--- src/rtl/decode_queue_ctrl_if.sv ---
// rtl/decode_queue_ctrl_if.sv - fetch, decoder and issue signal bundle for decode_queue_ctrl
interface decode_queue_ctrl_if #(
    parameter int ADDR_W = 32
);
    logic              fetch_valid;
    logic [31:0]       fetch_instr;
    logic [ADDR_W-1:0] fetch_pc;
    logic              fetch_ready;
    logic [31:0]       dec_instr;
    logic [6:0]        dec_opcode;
    logic              issue_valid;
    logic              issue_ready;
    logic [31:0]       issue_instr;
    logic [ADDR_W-1:0] issue_pc;
    logic              issue_illegal;

    // Environment side: fetch unit, ID decoder and rename/dispatch
    modport master (
        output fetch_valid, fetch_instr, fetch_pc, dec_opcode, issue_ready,
        input  fetch_ready, dec_instr, issue_valid, issue_instr, issue_pc, issue_illegal
    );

    // Queue controller side
    modport slave (
        input  fetch_valid, fetch_instr, fetch_pc, dec_opcode, issue_ready,
        output fetch_ready, dec_instr, issue_valid, issue_instr, issue_pc, issue_illegal
    );
endinterface

--- src/rtl/decode_queue_ctrl.sv ---
// rtl/decode_queue_ctrl.sv - instruction FIFO, issue register and RUN/HALT sequencing (optional DEC_PERF_CNT_EN counters)
`ifndef OPCODE_LOAD
`define OPCODE_LOAD 7'b0000011
`endif
`ifndef OPCODE_STORE
`define OPCODE_STORE 7'b0100011
`endif
`ifndef OPCODE_ARITH_I
`define OPCODE_ARITH_I 7'b0010011
`endif

module decode_queue_ctrl #(
    parameter int DEPTH  = 4,
    parameter int ADDR_W = 32
) (
    input  logic                 clk,
    input  logic                 rst,
    input  logic                 flush_i,
    decode_queue_ctrl_if.slave   bus
`ifdef DEC_PERF_CNT_EN
    ,
    output logic [31:0]          stall_cnt,
    output logic [31:0]          empty_cnt
`endif
);
    localparam int AW = $clog2(DEPTH);
    localparam int PW = AW + 1;
    localparam logic [PW-1:0] PTR_ONE = {{(PW-1){1'b0}}, 1'b1};

    typedef enum logic {RUN, HALT} state_t;

    logic [31:0]       mem    [DEPTH];
    logic [ADDR_W-1:0] pc_mem [DEPTH];
    logic [PW-1:0]     rd_ptr, wr_ptr;
    state_t            state;

    logic              issue_valid_q;
    logic [31:0]       issue_instr_q;
    logic [ADDR_W-1:0] issue_pc_q;
    logic              issue_illegal_q;

    logic empty, full, push, load, legal;

    // The extra wrap bit tells full from empty when the low bits match
    assign empty = (rd_ptr == wr_ptr);
    assign full  = (rd_ptr[AW] != wr_ptr[AW]) && (rd_ptr[AW-1:0] == wr_ptr[AW-1:0]);

    assign bus.fetch_ready = !full && !flush_i && !rst;
    assign push            = bus.fetch_valid && bus.fetch_ready;
    assign bus.dec_instr   = empty ? 32'h0 : mem[rd_ptr[AW-1:0]];

    assign legal = (bus.dec_opcode == `OPCODE_LOAD)  ||
                   (bus.dec_opcode == `OPCODE_STORE) ||
                   (bus.dec_opcode == `OPCODE_ARITH_I);

    assign load = (state == RUN) && !empty && (!issue_valid_q || bus.issue_ready);

    assign bus.issue_valid   = issue_valid_q;
    assign bus.issue_instr   = issue_instr_q;
    assign bus.issue_pc      = issue_pc_q;
    assign bus.issue_illegal = issue_illegal_q;

    // FIFO storage; push is already blocked during reset and flush
    always_ff @(posedge clk) begin
        if (push) begin
            mem[wr_ptr[AW-1:0]]    <= bus.fetch_instr;
            pc_mem[wr_ptr[AW-1:0]] <= bus.fetch_pc;
        end
    end

    // Pointers, issue register and RUN/HALT state; flush overrides everything else
    always_ff @(posedge clk) begin
        if (rst || flush_i) begin
            rd_ptr          <= '0;
            wr_ptr          <= '0;
            issue_valid_q   <= 1'b0;
            issue_instr_q   <= 32'h0;
            issue_pc_q      <= '0;
            issue_illegal_q <= 1'b0;
            state           <= RUN;
        end else begin
            if (push) begin
                wr_ptr <= wr_ptr + PTR_ONE;
            end
            if (load) begin
                issue_valid_q   <= 1'b1;
                issue_instr_q   <= bus.dec_instr;
                issue_pc_q      <= pc_mem[rd_ptr[AW-1:0]];
                issue_illegal_q <= !legal;
                rd_ptr          <= rd_ptr + PTR_ONE;
                if (!legal) begin
                    state <= HALT;
                end
            end else if (bus.issue_ready && issue_valid_q) begin
                issue_valid_q <= 1'b0;
            end
        end
    end

`ifdef DEC_PERF_CNT_EN
    // Saturating stall/empty counters; cleared by reset only so they survive flushes
    always_ff @(posedge clk) begin
        if (rst) begin
            stall_cnt <= 32'h0;
            empty_cnt <= 32'h0;
        end else begin
            if (issue_valid_q && !bus.issue_ready && (stall_cnt != 32'hFFFF_FFFF)) begin
                stall_cnt <= stall_cnt + 32'd1;
            end
            if (empty && (state == RUN) && (empty_cnt != 32'hFFFF_FFFF)) begin
                empty_cnt <= empty_cnt + 32'd1;
            end
        end
    end
`endif
endmodule
--- src/flat_wrapper.sv ---
// flat-port wrapper written by rule: the top's interface ports become plain ports
module decode_queue_ctrl_flat 
#(
    parameter int DEPTH  = 4,
    parameter int ADDR_W = 32
)
  (clk, rst, flush_i, bus_fetch_valid, bus_fetch_instr, bus_fetch_pc, bus_dec_opcode, bus_issue_ready, bus_fetch_ready, bus_dec_instr, bus_issue_valid, bus_issue_instr, bus_issue_pc, bus_issue_illegal);
  decode_queue_ctrl_if #(.ADDR_W(ADDR_W)) bus_i ();
  input  logic clk;
  input  logic rst;
  input  logic flush_i;
  input wire logic [$bits(bus_i.fetch_valid)-1:0] bus_fetch_valid;
  input wire logic [$bits(bus_i.fetch_instr)-1:0] bus_fetch_instr;
  input wire logic [$bits(bus_i.fetch_pc)-1:0] bus_fetch_pc;
  input wire logic [$bits(bus_i.dec_opcode)-1:0] bus_dec_opcode;
  input wire logic [$bits(bus_i.issue_ready)-1:0] bus_issue_ready;
  output wire logic [$bits(bus_i.fetch_ready)-1:0] bus_fetch_ready;
  output wire logic [$bits(bus_i.dec_instr)-1:0] bus_dec_instr;
  output wire logic [$bits(bus_i.issue_valid)-1:0] bus_issue_valid;
  output wire logic [$bits(bus_i.issue_instr)-1:0] bus_issue_instr;
  output wire logic [$bits(bus_i.issue_pc)-1:0] bus_issue_pc;
  output wire logic [$bits(bus_i.issue_illegal)-1:0] bus_issue_illegal;
  assign bus_i.fetch_valid = bus_fetch_valid;
  assign bus_i.fetch_instr = bus_fetch_instr;
  assign bus_i.fetch_pc = bus_fetch_pc;
  assign bus_i.dec_opcode = bus_dec_opcode;
  assign bus_i.issue_ready = bus_issue_ready;
  assign bus_fetch_ready = bus_i.fetch_ready;
  assign bus_dec_instr = bus_i.dec_instr;
  assign bus_issue_valid = bus_i.issue_valid;
  assign bus_issue_instr = bus_i.issue_instr;
  assign bus_issue_pc = bus_i.issue_pc;
  assign bus_issue_illegal = bus_i.issue_illegal;
  decode_queue_ctrl #(.DEPTH(DEPTH), .ADDR_W(ADDR_W)) u_core (.clk(clk), .rst(rst), .flush_i(flush_i), .bus(bus_i));
endmodule
--- config.mk ---
export PLATFORM = sky130hd
export DESIGN_NAME = decode_queue_ctrl_flat
export DESIGN_NICKNAME = d
export VERILOG_FILES = /design/src/rtl/decode_queue_ctrl_if.sv /design/src/rtl/decode_queue_ctrl.sv /design/src/flat_wrapper.sv
export SDC_FILE = /design/constraint.sdc
export NUM_CORES = 1
export LEC_CHECK = 0
export BUFFER_PORTS_ARGS = -buffer_cell sky130_fd_sc_hd__buf_2
export CORE_MARGIN = 10
export CORE_UTILIZATION = 52
export DETAILED_ROUTE_END_ITERATION = 16
export GPL_TIMING_DRIVEN = 0
export HOLD_SLACK_MARGIN = 0.12
export PLACE_DENSITY = 0.77
export SLEW_MARGIN = 10
export SYNTH_ARGS = -nofsm -noshare
export SYNTH_HDL_FRONTEND = slang
export SYNTH_SLANG_ARGS = --single-unit
--- constraint.sdc ---
create_clock -name clk -period 4.2 [get_ports clk]
set_clock_uncertainty 0.2 [all_clocks]
set_input_delay 0.84 -clock clk [delete_from_list [all_inputs] [get_ports clk]]
set_output_delay 0.84 -clock clk [all_outputs]
set_load 0.05 [all_outputs]
==> flow_summary.yaml, run 1 <==
place:
  dpl.hpwl_um: 17300
  place_congestion: 0.781
  numPortBuffers: 174
  pre_cts_ws_ns: 0.530
  dpl_cell_area_um2: 13600
floorplan:
  dieHeight_um: 173
  die_w_um: 173
  io_pins: 175
  coreArea_um2: 22800
  num_rows: 55
  dieArea_um2: 29900
  start_util_pct: 53.3
logic_synthesis:
  synth.distinct_cells: 27
  synth_top_cells_by_area: "edfxtp_1 63%, dfxtp_1 12%, mux4_2 12%"
  ys_warn_count: 0
  syn_nets: 794
  avgSynthCellArea_um2: 17.1
  synthesis.area_um2: 12200
  synth_seq_area_share_pct: 75.5
  synth.largest_area_cell: "edfxtp_1"
  synth_seq_cells: 331
  synthCells: 713
  synth_top_area_share_pct: 63.2
detailed_routing:
  drcViolationCount: 0
  wirelength_um: 26500
  final_antenna_net_count: 0
  wl_per_cell_um: 20.9
  drtIter0Drc: 570
  via_count: 6916
  dr.pass1.iters: 5
  via_per_inst: 5.46
grt:
  first_global_vias: 7227
  met1_usage_pct: 22.1
  antenna_found_initial: 2
  grt_max_degree: 51
  met2_usage_pct: 28.7
  gr-usage-all-layers_pct: 17.5
  busiest_layer: "met2"
  gr-usage-met3_pct: 5.34
  grt_pass1_wl_um: 41200
  overflow: 0
outcome:
  status: "completed"
job:
  maxCapViolations: 0
pwr:
  power_density_nw_per_um2: 490
  clkPwrFrac_pct: 42.2
  swShare_pct: 22.2
  power_frac_comb_pct: 7.9
  ir_drop_v: 0.000392
  p_leak_nw: 5.18
  p_int_mw: 5.61
  p_sw_mw: 1.60
  p_seq_share_pct: 49.9
timing:
  slew_headroom_pct: 42.3
  hold_viol: 0
  drv_slew: 0
  setup_slack_ns: 0.644
  finalSetupViolCount: 0
  rsz0062_at_grt: "false"
  min_period_ns: 3.56
  post-route-period-util_pct: 84.7
  worst_pin_slew_ns: 0.865
  fmax_mhz: 281
clock_tree:
  htreeDepth: 2
  cts_setup_buffers: 0
  clk_latency_ns: 0.51
  cts.clk_slew.worst_paths_ns: 0.06
  cts-root-buf: "clkbuf_16"
  cts_num_sinks: 331
  postCtsHoldBufs: 0
  cts_max_path_buffers: 3
  cts_tree: "done"
  cts_buffers: 34
  cts_resized: 0
final_layout:
  final_util_pct: 64.4
  final_area_um2: 14700
  fin_nets: 1008
  area_growth_pct: 20.9
  n_fill_cell: 1665
  post_route_cells_drive_above_1_share_pct: 33.3
setup_path:
  critPathMaxStageDelay_ns: 0.64
  worstSetupPathType: "input port to output port"
  crit_arrival_ns: 2.52
  worstSetupStartpointType: "input port"
  cp_max_fo: 10
  path_cells: "buf_2 -> or2_2 -> clkbuf_1 -> clkbuf_1 -> nor2_1 -> buf_2"
  cp-end-kind: "output port"
  cp.required_ns: 3.16
  crit_slowest_cell: "clkbuf_1"
hold_path:
  hold_path.class: "register to register"
-- power by group through the flow --
stage	combinational [mW]	sequential (mW)	clock (mW)
final	0.570	3.59	3.04
after global routing	0.615	3.60	3.23
after CTS	0.579	3.59	3.10
after floorplan	0.310	3.73	0
after global placement	0.562	3.66	0
after detailed placement	0.576	3.66	0
-- sequential cells by signal, indices dropped and copies added (netlist names), named ones only --
| signal | cells |
|---|---|
| u_core.bus.issue_illegal | 1 |
| u_core.rd_ptr | 3 |
| u_core.state | 1 |
| u_core.wr_ptr | 3 |
| u_core.mem | 128 |
| u_core.bus.issue_pc | 32 |
| u_core.pc_mem | 128 |
| u_core.bus.issue_valid | 1 |
| u_core.bus.issue_instr | 32 |
-- kinds of logic after synthesis --
logic type	synth area share (%)
xor gates and xnor gates	0.576
muxes	11.8
AOI/OAI and AO/OA	3.29
adders and majority gates	0.514
DFF	75.5
and+or+nand+nor	6.64
buffers and inverters	1.62
-- layer usage --
metal  up-vias  part of all wire [%]
met3        43                   8.5
met4         2                   1.7
met2       269                    49
met5         -                 0.049
li1       3139                     -
met1      3463                    41
-- synth_stat cells --
| cell | number |
|---|---|
| edfxtp_1 | 256 |
| nand2_1 | 133 |
| dfxtp_1 | 75 |
| a21oi_1 | 68 |
| mux4_2 | 64 |
| and2_1 | 32 |
| clkbuf_1 | 20 |
| buf_2 | 17 |
| nor2_1 | 9 |
| ha_1 | 5 |
| xnor2_1 | 5 |
| and3_1 | 4 |
| nand3_1 | 4 |
| inv_1 | 3 |
| xor2_1 | 3 |
| buf_4 | 2 |
| nor2b_1 | 2 |
| o21ai_0 | 2 |
| a311o_1 | 1 |
| a311oi_2 | 1 |
| a31o_1 | 1 |
| buf_6 | 1 |
| nand4_1 | 1 |
| nor3_1 | 1 |
| o311ai_0 | 1 |
| o31ai_1 | 1 |
| or2_2 | 1 |
-- cells in the final DEF, fill, tap and decap left out --
cell type	instances
inv_1	3
o311ai_0	1
or2_2	1
a21oi_1	68
a31o_1	1
clkinv_1	3
nor2_1	9
o31ai_1	1
nand2_1	133
clkbuf_16	37
xnor2_1	5
clkbuf_1	29
xor2_1	3
diode_2	1
edfxtp_1	256
mux4_2	64
nor2b_1	2
clkbuf_8	4
buf_6	1
nand3_1	4
a311o_1	1
nand4_1	1
o21ai_0	2
bufinv_16	3
nor3_1	1
and3_4	4
dfxtp_1	75
and2_1	32
buf_4	2
ha_1	5
clkinv_4	1
buf_2	191
clkinvlp_4	1
a311oi_2	1
clkinv_2	3
buf_16	4
-- per-stage QoR --
step | std cells | hold WS, ns | setup TNS (ns) | power (mW)
global placement | 1200 | 0.239 | -210.64 | 4.23
finish | 1266 | 0.250 | 0 | 7.20
floorplan | 713 | 0.288 | 0 | 4.04
CTS | 1265 | 0.251 | 0 | 7.27
global route | 1265 | 0.266 | 0 | 7.44
detailed placement | 1204 | 0.243 | 0 | 4.24
-- final timing paths --
kind | slack (ns) | start | to | cells past startpoint
max | 0.64 | rst | bus_fetch_ready | 6
min | 0.25 | u_core.bus.issue_instr[22] | u_core.bus.issue_instr[22] | 2
max reg2reg | 1.61 | u_core.rd_ptr[1] | u_core.pc_mem[0][27] | 6
min reg2reg | 0.25 | u_core.bus.issue_instr[22] | u_core.bus.issue_instr[22] | 2
-- area by class of cell --
class,count,area (um^2),area share [%]
clock buffers,50,1010,6.90
clock inverters,11,133,0.902
inverters,3,11.3,0.0765
multi-input cells,339,2800,19.1
repair buffers,178,981,6.67
well taps,313,392,2.66
flip-flops and latches,331,9190,62.5
plain buffers,40,186,1.27
diodes,1,2.50,0.0170
-- critical path, delay by kind of cell --
family	cells	cell delay, ns
buf+inv	4	1.47
simple gates	2	0.19
Note: power is estimated with default switching activity, not from simulation.
==> inputs of run 2 (changes only) <==
- ABC_AREA: unset -> 1
- PLACE_DENSITY: 0.77 -> 0.76
- clock period: 4.2 -> 3.45 ns (I/O delays scaled with it)
==> flow_summary.yaml, run 2 <==
outcome:
  status: "completed"
timing:
  min_period_ns: 3.30
  post-route-period-util_pct: 95.6
  rsz0062_at_grt: "false"
  finalSetupViolCount: 0
  fmax_mhz: 303
  hold_viol: 0
  whs_ns: 0.199
  worst_pin_slew_ns: 0.808
  final.setup.tns_ns: 0
  drv_slew: 0
  slew_headroom_pct: 46.0
logic_synthesis:
  synthArstFlopShare_pct: 0
  synth_top_area_share_pct: 59.9
  synth_seq_area_share_pct: 71.6
  ys_warn_count: 0
  synth.largest_area_cell: "edfxtp_1"
  synth-edff-count: 256
  syn_nets: 1258
  synthesis.area_um2: 12800
  ys_top_cells_by_count: "268 x nor2_1, 256 x edfxtp_1, 187 x nand2_1"
  ys.flop_type: "edfxtp_1"
  synth_seq_cells: 331
  synth_top_cells_by_area: "edfxtp_1 60%, dfxtp_1 12%, nor2_1 7.8%"
  synthCells: 1177
  synth.distinct_cells: 21
  avgSynthCellArea_um2: 10.9
  yosysMostFrequentCell: "nor2_1"
final_layout:
  post_route_cells_drive_above_1_share_pct: 18.4
  final_util_pct: 63.4
  area_growth_pct: 20.1
  n_fill_cell: 1867
  layout_common_cells: "263 x nor2_1, 256 x edfxtp_1, 187 x buf_2, 187 x nand2_1, 128 x o21ai_0"
  fin_nets: 1477
  final_common_cell: "nor2_1"
  final_cells: 1749
setup_path:
  worstSetupPathType: "register to output port"
  cp-end-kind: "output port"
  path_common_cell: "buf_2"
  r2r-start: "u_core.rd_ptr[1]"
  cp_max_fo: 10
  reg2reg_depth: 8
  reg2reg_slack_ns: 0.29
  critPathMaxStageDelay_ns: 0.41
  cp.required_ns: 2.56
  rr_endpoint: "u_core.pc_mem[0][7]"
  crit_arrival_ns: 2.41
  path_cells: "buf_2 -> clkinv_1 -> clkbuf_1 -> o21ai_0 -> o22ai_1 -> nand2_1 -> inv_1 -> buf_2"
  crit_slowest_cell: "clkbuf_1"
  worstSetupStartpointType: "register"
floorplan:
  dieArea_um2: 31400
  io_pins: 175
  coreArea_um2: 24300
  start_util_pct: 52.8
  dieHeight_um: 177
  die_w_um: 177
  num_rows: 57
grt:
  antenna_found_initial: 5
  grt_max_degree: 28
  gr-usage-all-layers_pct: 19.5
  first_global_vias: 8932
  grt_pass1_wl_um: 48200
  overflow: 0
place:
  dpl.hpwl_um: 20800
  numPortBuffers: 174
  place_congestion: 0.804
  dpl.cell_count: 1684
hold_path:
  min_to: "u_core.mem[3][0]"
  worstHoldStart: "bus_fetch_instr[0]"
  hold_path.class: "input port to register"
  holdPathStages: 1
detailed_routing:
  final_antenna_net_count: 0
  drtIter0Drc: 745
  wirelength_um: 31400
  wl_per_cell_um: 18.0
  drcViolationCount: 0
  via_per_inst: 5.22
  dr.pass1.iters: 5
  via_count: 9127
clock_tree:
  cts.clk_slew.worst_paths_ns: 0.06
  cts_max_path_buffers: 3
  cts-root-buf: "clkbuf_16"
  postCtsHoldBufs: 0
  cts_num_sinks: 331
  htreeDepth: 2
  cts_tree: "done"
  clk_latency_ns: 0.50
  cts_buffers: 34
pwr:
  p_leak_nw: 6.48
  ir_drop_v: 0.000515
  power_density_nw_per_um2: 562
job:
  maxCapViolations: 0
==> run 2: cell types whose count changed in the layout (fill, tap and decap cells not counted), sizes merged, moves of 4 or more <==
cell	change
nor2	+259
o21ai	+126
inv	+110
mux4	-64
o22ai	+64
a21oi	-63
nand2	+54
and2	-32
clkbuf	+21
buf	+6
xnor2	-5
and3	-4
==> run 2: layout make-up <==
class | instances | area [um^2] | share of cell area [%]
inverters | 113 | 424 | 2.75
clock inverters | 12 | 91.3 | 0.592
clock buffers | 49 | 958 | 6.22
multi-input cells | 670 | 2970 | 19.3
repair buffers | 183 | 1080 | 7.01
flip-flops and latches | 331 | 9190 | 59.6
diodes | 4 | 10.0 | 0.0649
well taps | 324 | 405 | 2.63
plain buffers | 63 | 285 | 1.85
==> run 2: cells by family after synthesis <==
kind of cell / synth area share (%)
AO/OA/AOI/OAI: 8.31
flip-flops: 71.6
AND/OR/NAND/NOR: 14.0
adder cells (fa/ha/maj): 0.487
buffers and inverters: 5.51
XOR/XNOR: 0.137
==> run 2: worst max path at each step <==
stage                        endpoint  slack (ns)  cells after the start
floorplan            u_core.mem[3][0]       -0.20                      3
global placement    u_core.mem[3][16]       -2.64                      4
detailed placement  u_core.mem[0][22]       -0.79                      6
CTS                 bus_dec_instr[19]        0.09                      8
global route        bus_dec_instr[15]        0.03                      7
finish              bus_dec_instr[27]        0.15                      8
==> run 2: layer usage <==
metal / track usage (%) / part of all wire, % / vias up
li1: - / - / 4393
met1: 24.8 / 41 / 4342
met2: 32.5 / 49 / 335
met3: 4.86 / 8.3 / 51
met4: 5.18 / 1.5 / 6
met5: 0 / 0.15 / -
==> run 2: worst max-delay path, delay by kind of cell, from the launching register on <==
kind	cells	cell delay, ns
buffers and inverters	5	1.06
AOI/OAI and AO/OA	2	0.42
and+or+nand+nor	1	0.09
DFF	1	0.31
==> run 2: stage by stage <==
step                      total power [mW]  setup WS, ns  cell area, um^2
final                                 8.67         0.152            15400
after global routing                  8.95        0.0267            15400
after floorplan                       5.01        -0.204            12800
after detailed placement              5.29        -0.794            14400
after global placement                5.27         -2.64            14100
after CTS                             8.71        0.0890            15400
==> run 2: repair_timing <==
item / CTS / global route
setup endpoints to repair: 135 / 16
pin swaps: 0 / 0
endpoints found under the hold margin: 0 / 0
resized for setup: 1 / 4
setup buffers: 0 / 0
==> run 2: where the power goes <==
part,leakage (nW),total (mW),internal [mW],switching (mW)
registers,2.92,4.38,4.36,0.0281
logic,3.05,0.827,0.210,0.616
clock network,0.513,3.46,2.01,1.45
==> inputs of run 3 (changes only) <==
- CORE_ASPECT_RATIO: unset -> 1.2
==> flow_summary.yaml, run 3 (same netlist as run 2, synthesis figures left out) <==
grt:
  gr-usage-met3_pct: 3.81
  met1_usage_pct: 22.0
  busiest_layer: "met2"
  met2_usage_pct: 35.1
  antenna_found_initial: 6
  overflow: 0
  first_global_vias: 9202
  gr-usage-all-layers_pct: 19.3
  grt_pass1_wl_um: 48300
  grt_max_degree: 27
final_layout:
  area_growth_pct: 20.6
  final_area_um2: 15500
  fin_nets: 1476
  layout_common_cells: "264 x nor2_1, 256 x edfxtp_1, 187 x buf_2, 187 x nand2_1, 128 x o21ai_0"
  final_cells: 1741
  final_common_cell: "nor2_1"
  post_route_cells_drive_above_1_share_pct: 18.5
timing:
  rsz0062_at_grt: "false"
  drv_slew: 0
  whs_ns: 0.156
  hold_viol: 0
  setup_slack_ns: 0.156
  finalSetupViolCount: 0
  min_period_ns: 3.29
  fmax_mhz: 304
  slew_headroom_pct: 36.4
  post-route-period-util_pct: 95.5
  worst_pin_slew_ns: 0.951
pwr:
  swShare_pct: 23.5
  p_sw_mw: 2.05
  ir_drop_v: 0.000446
  p_seq_share_pct: 50.2
  clkPwrFrac_pct: 40.4
  p_int_mw: 6.68
  p_leak_nw: 6.51
  power_density_nw_per_um2: 564
  power_mw: 8.73
  power_frac_comb_pct: 9.4
place:
  dpl.hpwl_um: 20900
  numPortBuffers: 174
  place_congestion: 0.808
  pre_cts_ws_ns: -0.379
  dpl.cell_count: 1682
  dpl_cell_area_um2: 14400
clock_tree:
  cts_num_sinks: 331
  cts-root-buf: "clkbuf_16"
  cts.clk_slew.worst_paths_ns: 0.06
  cts_buffers: 31
  cts_tree: "done"
  clk_latency_ns: 0.54
  cts_setup_buffers: 0
  htreeDepth: 1
  cts_max_path_buffers: 3
detailed_routing:
  drcViolationCount: 0
  final_antenna_net_count: 0
  via_count: 9054
  drtIter0Drc: 592
  wl_per_cell_um: 17.8
  via_per_inst: 5.20
  dr.pass1.iters: 5
  wirelength_um: 31000
floorplan:
  dieHeight_um: 192
  num_rows: 62
  die_w_um: 163
  io_pins: 175
  start_util_pct: 53.2
  dieArea_um2: 31400
  coreArea_um2: 24100
setup_path:
  cp.required_ns: 2.56
  worst-path-stages: 8
  critPathTopFamily: "buffers and inverters"
  crit_arrival_ns: 2.40
  cp_max_fo: 10
  critPathMaxStageDelay_ns: 0.54
  path_common_cell: "nand2_1"
  crit_end: "bus_dec_instr[30]"
  reg2reg_depth: 8
  worstSetupPathType: "register to output port"
  r2r-start: "u_core.rd_ptr[1]"
  path_buf_inv: 4
  worstSetupStartpointType: "register"
  rr_endpoint: "u_core.pc_mem[2][19]"
  cp-end-kind: "output port"
  reg2reg_slack_ns: 0.41
  path_cells: "inv_2 -> nand2_1 -> nand2_1 -> nand3_4 -> clkbuf_1 -> nand2_1 -> inv_1 -> buf_2"
  startpoint: "u_core.rd_ptr[1]"
  crit_slowest_cell: "dfxtp_1"
hold_path:
  hold_path.class: "input port to register"
  worstHoldStart: "bus_fetch_pc[27]"
job:
  maxCapViolations: 0
outcome:
  status: "completed"
run 3: cell count changes in the layout (fill, tap and decap cells not counted), moves of 3 or more:
cell and change:
clkbuf_1 -9, bufinv_16 +5, clkbuf_16 -4, clkinv_1 +4
buf_16 +3, clkbuf_2 +3
run 3: worst min path at each step:
stage                                     to  cells past startpoint
floorplan                   u_core.rd_ptr[2]                      2
global placement    u_core.bus.issue_illegal                      2
detailed placement  u_core.bus.issue_illegal                      2
CTS                     u_core.pc_mem[1][29]                      1
global route            u_core.pc_mem[0][25]                      1
finish                  u_core.pc_mem[2][27]                      1
run 3: repair_timing:
item | CTS | global route
setup endpoints to repair | 3 | 22
resized for setup | 1 | 8
hold buffers | 0 | 0
run 3: final cells by class:
class | count | area [um^2]
timing repair buffer | 185 | 1140
clock buffer | 37 | 808
buffer | 63 | 289
multi-input combinational | 670 | 2970
sequential | 331 | 9190
antenna | 2 | 5.00
inverter | 113 | 424
tap | 320 | 400
fill | 1893 | 8640
clock inverter | 20 | 253
run 3: metrics by stage:
stage          setup TNS [ns]  utilization (%)
6_report                    0             64.2
5_1_grt                     0             64.2
4_1_cts                     0             64.1
3_5_place_dp           -52.33             59.7
3_3_place_gp          -590.66             58.5
2_1_floorplan          -52.11                -
run 3: per-layer routing:
layer | vias to the layer above | share of wire [%]
li1 | 4382 | -
met1 | 4301 | 38
met2 | 294 | 52
met3 | 69 | 7.1
met4 | 8 | 2.7
met5 | - | 0.19
run 3: worst register-to-register path, stage by stage (launching register included):
cell,delay [ns]
dfxtp_1,0.54
inv_2,0.14
nand2_1,0.09
nand2_1,0.10
nand3_1,0.16
nand3_1,0.38
nor2_4,0.74
buf_16,0.23
buf_16,0.17
run 3: power groups by stage:
| stage | Sequential, mW | Combinational [mW] | Clock [mW] |
|---|---|---|---|
| global route | 4.38 | 0.905 | 3.73 |
| finish | 4.38 | 0.825 | 3.53 |
| global placement | 4.47 | 0.803 | 0 |
| CTS | 4.38 | 0.832 | 3.57 |
| detailed placement | 4.47 | 0.828 | 0 |
| floorplan | 4.59 | 0.428 | 0 |
